===== config.mk =====
export PLATFORM = sky130hd
export DESIGN_NAME = adc_capture
export DESIGN_NICKNAME = d
export VERILOG_FILES = /design/src/rtl/adc_capture.sv
export SDC_FILE = /design/constraint.sdc
export NUM_CORES = 1
export LEC_CHECK = 0
export CORE_MARGIN = 10
export CORE_UTILIZATION = 45
export CTS_BUF_LIST = sky130_fd_sc_hd__clkbuf_8
export CTS_CLUSTER_SIZE = 28
export DETAILED_ROUTE_END_ITERATION = 8
export GPL_TIMING_DRIVEN = 0
export PLACE_DENSITY = 0.68
export SLEW_MARGIN = 20
export SYNTH_ARGS = -nofsm -noshare
export SYNTH_HDL_FRONTEND = slang
export SYNTH_SLANG_ARGS = --single-unit

===== constraint.sdc =====
create_clock -name clk -period 2.65 [get_ports clk]
set_input_delay 0.265 -clock clk [delete_from_list [all_inputs] [get_ports clk]]
set_output_delay 0.265 -clock clk [all_outputs]
set_load 0.05 [all_outputs]

===== src/rtl/adc_capture.sv =====
// ADC sample capture: edge-detects the divided ADC clock, triggers on a level crossing or a force,
// then writes one DEPTH-sample record. Define ADC_CAPTURE_AVG_EN to average sample pairs.
module adc_capture #(
    parameter int DEPTH = 1024,
    parameter int AW    = $clog2(DEPTH)
) (
    input  logic          clk,
    input  logic          rst_n,
    input  logic          clk_adc,
    input  logic [11:0]   adc_data,
    input  logic          arm,
    input  logic          force_trig,
    input  logic [11:0]   trig_level,
    input  logic          trig_slope,
    output logic          wr_en,
    output logic [AW-1:0] wr_addr,
    output logic [11:0]   wr_data,
    output logic          busy,
    output logic          done
);

    localparam logic [1:0] StIdle    = 2'd0;
    localparam logic [1:0] StArmed   = 2'd1;
    localparam logic [1:0] StCapture = 2'd2;
    localparam logic [1:0] StDone    = 2'd3;

    logic [1:0]    state;
    logic          clk_adc_q;
    logic [11:0]   cur;
    logic [11:0]   prev;
    logic          sample_vld;
    logic          have_prev;
    logic [AW-1:0] addr_cnt;

    logic          strb;
    logic          rise_hit;
    logic          fall_hit;
    logic          trig;
    logic          arm_ok;

`ifdef ADC_CAPTURE_AVG_EN
    logic          phase;
    logic [11:0]   pair_first;
    logic [12:0]   pair_sum;
`endif

    always_comb begin
        strb     = clk_adc & ~clk_adc_q;
        rise_hit = (prev < trig_level) && (cur >= trig_level);
        fall_hit = (prev > trig_level) && (cur <= trig_level);
        trig     = force_trig | (have_prev & (trig_slope ? fall_hit : rise_hit));
        arm_ok   = arm && ((state == StIdle) || (state == StDone));
`ifdef ADC_CAPTURE_AVG_EN
        pair_sum = {1'b0, pair_first} + {1'b0, adc_data};
`endif
    end

    assign busy = (state == StArmed) || (state == StCapture);
    assign done = (state == StDone);

    always_ff @(posedge clk) begin
        if (!rst_n) begin
            state      <= StIdle;
            clk_adc_q  <= 1'b0;
            cur        <= 12'd0;
            prev       <= 12'd0;
            sample_vld <= 1'b0;
            have_prev  <= 1'b0;
            addr_cnt   <= '0;
            wr_en      <= 1'b0;
            wr_addr    <= '0;
            wr_data    <= 12'd0;
`ifdef ADC_CAPTURE_AVG_EN
            phase      <= 1'b0;
            pair_first <= 12'd0;
`endif
        end else begin
            clk_adc_q  <= clk_adc;
            sample_vld <= 1'b0;
            wr_en      <= 1'b0;

`ifdef ADC_CAPTURE_AVG_EN
            if (strb) begin
                if (!phase) begin
                    pair_first <= adc_data;
                    phase      <= 1'b1;
                end else begin
                    cur        <= pair_sum[12:1];
                    prev       <= cur;
                    sample_vld <= 1'b1;
                    phase      <= 1'b0;
                end
            end
            // Arming restarts pairing so the next strobe opens a new pair.
            if (arm_ok) begin
                phase <= 1'b0;
            end
`else
            if (strb) begin
                cur        <= adc_data;
                prev       <= cur;
                sample_vld <= 1'b1;
            end
`endif

            case (state)
                StIdle, StDone: begin
                    // A sample landing with arm only seeds prev for the next evaluation.
                    if (arm_ok) begin
                        state     <= StArmed;
                        have_prev <= sample_vld;
                    end
                end
                StArmed: begin
                    if (sample_vld) begin
                        if (trig) begin
                            wr_en    <= 1'b1;
                            wr_addr  <= '0;
                            wr_data  <= cur;
                            addr_cnt <= AW'(1);
                            state    <= StCapture;
                        end else begin
                            have_prev <= 1'b1;
                        end
                    end
                end
                StCapture: begin
                    if (sample_vld) begin
                        wr_en    <= 1'b1;
                        wr_addr  <= addr_cnt;
                        wr_data  <= cur;
                        addr_cnt <= addr_cnt + AW'(1);
                        if (addr_cnt == AW'(DEPTH - 1)) begin
                            state <= StDone;
                        end
                    end
                end
                default: state <= StIdle;
            endcase
        end
    end

endmodule


==> metrics.md <==
| Metric | Value |
|---|---|
| Status | completed |
| CP dominant cell by count | a221o_1 |
| Critical Path AT | around 2.8 ns |
| Cell Int Power | around 0.0020 W |
| Fin. Hold Viols | 0 |
| Library cells used by synthesis | 44 |
| Primary FF master, synth | dfxtp_1 |
| Flop pwr share | between 30% and 40% |
| Combinational power share | 34.6% |
| Clk pin slew, worst setup/hold paths | roughly 0.070 ns |
| Clk pwr share | approximately 30% |
| Synth Instances | 340 |
| Final Max Slew Viols | 0 |
| Critical path endpoint category | flip-flop |
| Layout area overhead | 39.6% |
| CTS tree | done |
| CTS Sinks | 62 |
| Drt first-iter violations | approximately 200 |
| First-pass GRT wire length | 12700 um |
| Reg-to-reg startpoint | cur[5] |
| Required @ worst endpoint | around 2.9 ns |
| WS Path Type | flip-flop to flip-flop |
| Hold_ws | 0.434 ns |
| Most frequent cells in the layout | dfxtp_1, nand2_1, clkdlybuf4s50_1, a21oi_1, nor2_1 |
| Setup crit start | cur[5] |
| Maximum VDD drop | between 400 and 500 uV |
| Slew headroom | roughly 64% |
| Cell Pwr Density | between 700 and 800 nW/um2 |
| Leak | roughly 1.8 nW |
| FF+latch count, synth | 62 |
| Number of global-route vias before repair | 2536 |
| Crit share post-route | 98.1% |
| Clk_lat worst skew | ~0.34 ns |
| Sw frac | approximately a third |
| NetSw | 0.000990 W |
| FMAX | 385 MHz |
| DR vias | approximately 2600 |
| Diode count | 0 |
| Min-delay worst type | flip-flop to flip-flop |
| Commonest non-fill, non-tap cell in the layout | dfxtp_1 |
| IO Count | 55 |
| Layout Skew | around 0.008 ns |
| DR pass1 iterations | 4 |
| Fill count | around 530 |
| CTS Buf Count | 9 |
| Share of cells above drive strength 1 | 18.1% |
| Register area share after synthesis | between 40% and 50% |
| Synth Net Count | 399 |
| Die area | roughly 10000 um2 |
| Slowest-stage cell, CP | dfxtp_4 |
| Share of flip-flops with an asynchronous set or reset | 0% |
| Worst Tran Pin Value | about 0.54 ns |
| WL final | ~7800 um |
| Routed length per instance | 15.6 um |
| Sequential Area | about 1300 um2 |
| GP Congestion | between 0.8 and 0.9 |
| Gr usage total | about 15% |
| Hold path startpoint | clk_adc_q |
| Initial antenna violation count | 0 |
| Port Buffer Count | 54 |
| Total congestion overflow | 0 |
| Fin crit period | between 2 and 3 ns |
| Post-Syn Area | approximately 3000 um2 |
| Post-DR vias/cell | 5.27 |
| Crit-path max FO | 6 |
| Post-route cell area | 4240 um2 |
| Die Y | about 100 um |
| Final nets | about 480 |
| # H-tree levels | 3 |
| # hold bufs at CTS | 0 |
| Setup TNS | 0 ns |
| Post-synth EDFFs | 0 |
| Placed Area | approximately 3700 um2 |
| Die width | ~100 um |
| Root Buffer | clkbuf_8 |
| Multi-input gate area | between 1500 and 2000 um2 |
| Row count | 29 |
| Starting density of the core | ~47% |
| Largest net degree at the start of global routing | 11 |
| MaxCap Viol Count | 0 |
| Setup crit start kind | flip-flop |
| Max incr delay on CP | 0.37 ns |
| Setup Viol. Count Final | 0 |
| Syn_area_per_cell | a little under 9 um2 |
| Number of synthesis warnings | 0 |
| Layout Utilization | 65.7% |
| DRT antenna net count | 0 |
| Worst-case clock buffer depth | 2 |
| Post-DP HPWL | roughly 5600 um |
| DRC | 0 |
| Crit-path cells | ha_4 -> a21o_1 -> a221o_1 -> a21oi_2 -> a31o_2 -> a221oi_4 -> buf_6 -> a21oi_4 -> buf_12 -> nor2_8 -> a221o_1 |
| Core area | around 6500 um2 |
## path summary, 6_finish.rpt
kind	slack, ns	cells after the start	to
hold reg to reg	0.43	1	sample_vld
setup reg to reg	0.05	11	addr_cnt[8]
setup / recovery	0.05	11	addr_cnt[8]
hold / removal	0.43	1	sample_vld
## synth_stat cells (all sizes together), types with 2 or more instances
master,count,area [um2]
dfxtp,62,1240
nand2,57,214
a21oi,35,190
ha,29,363
nor2,26,114
inv,20,75.1
a22o,14,123
mux2i,12,120
clkbuf,11,41.3
nor2b,8,50.1
nand3,7,35.0
a21o,6,45.0
and3,5,31.3
a211oi,4,42.5
a221o,4,40.0
and2,4,25.0
buf,4,32.5
nand4,4,31.3
and4,3,28.8
nor3,3,15.0
o21ai,3,15.0
o22ai,3,18.8
a31o,2,17.5
o211ai,2,15.0
## sequential cells by signal (all words and copies together) (netlist names)
signal / cells
addr_cnt: 10
clk_adc_q: 1
cur: 12
have_prev: 1
prev: 12
sample_vld: 1
state: 2
wr_addr: 10
wr_data: 12
wr_en: 1
## per-stage QoR
stage          setup WS, ns  instances  total power, W
6_report             0.0494        502         0.00298
5_1_grt             -0.0335        502         0.00313
4_1_cts             0.00379        497         0.00297
3_5_place_dp         -0.572        471         0.00194
3_3_place_gp         -0.564        471         0.00193
2_1_floorplan         0.178        340         0.00170
## area by class of cell
class,count,area share (%)
buffer,15,1.74
clock buffer,13,4.22
clock inverter,3,0.944
inverter,20,1.77
multi-input combinational,243,43.2
sequential,62,29.5
tap,77,2.27
timing repair buffer,69,16.3
## power groups by stage
stage	clock (W)	combinational (W)	sequential, W
final	0.000898	0.00103	0.00105
after global routing	0.000950	0.00112	0.00106
after CTS	0.000912	0.00101	0.00105
after detailed placement	0	0.000871	0.00107
after global placement	0	0.000866	0.00107
after floorplan	0	0.000570	0.00114
## kinds of logic (layout without fill, tap and decap cells)
| group | count (synthesis) | after routing | share of synthesized area (%) |
|---|---|---|---|
| DFF | 62 | 62 | 40.9 |
| AOI/OAI and AO/OA | 80 | 80 | 19.1 |
| and+or+nand+nor | 121 | 121 | 18.9 |
| muxes | 13 | 13 | 4.32 |
| buffers and inverters | 35 | 120 | 4.90 |
| adders and majority gates | 29 | 29 | 11.9 |
## per-layer routing
metal / share of wire (%) / GRT usage [%] / up-vias
li1: - / - / 1358
met1: 50 / 21.1 / 1213
met2: 43 / 21.8 / 66
met3: 5.6 / 4.79 / 10
met4: 1.3 / 5.10 / 0
met5: 0 / 0 / -
## repair_timing
item	4_1_cts	5_1_grt
pin swaps	9	24
gates cloned	1	0
endpoints found under the setup margin	35	31
gates resized for setup	14	33
buffers inserted	9	7
## critical path: cells and delay by family, from the launching register on
family	cells	cell delay, ns
AOI/OAI and AO/OA	7	1.55
DFF	1	0.37
buffers and inverters	2	0.29
adders and majority gates	1	0.24
and+or+nand+nor	1	0.05
(Power assumes the default switching activity.)
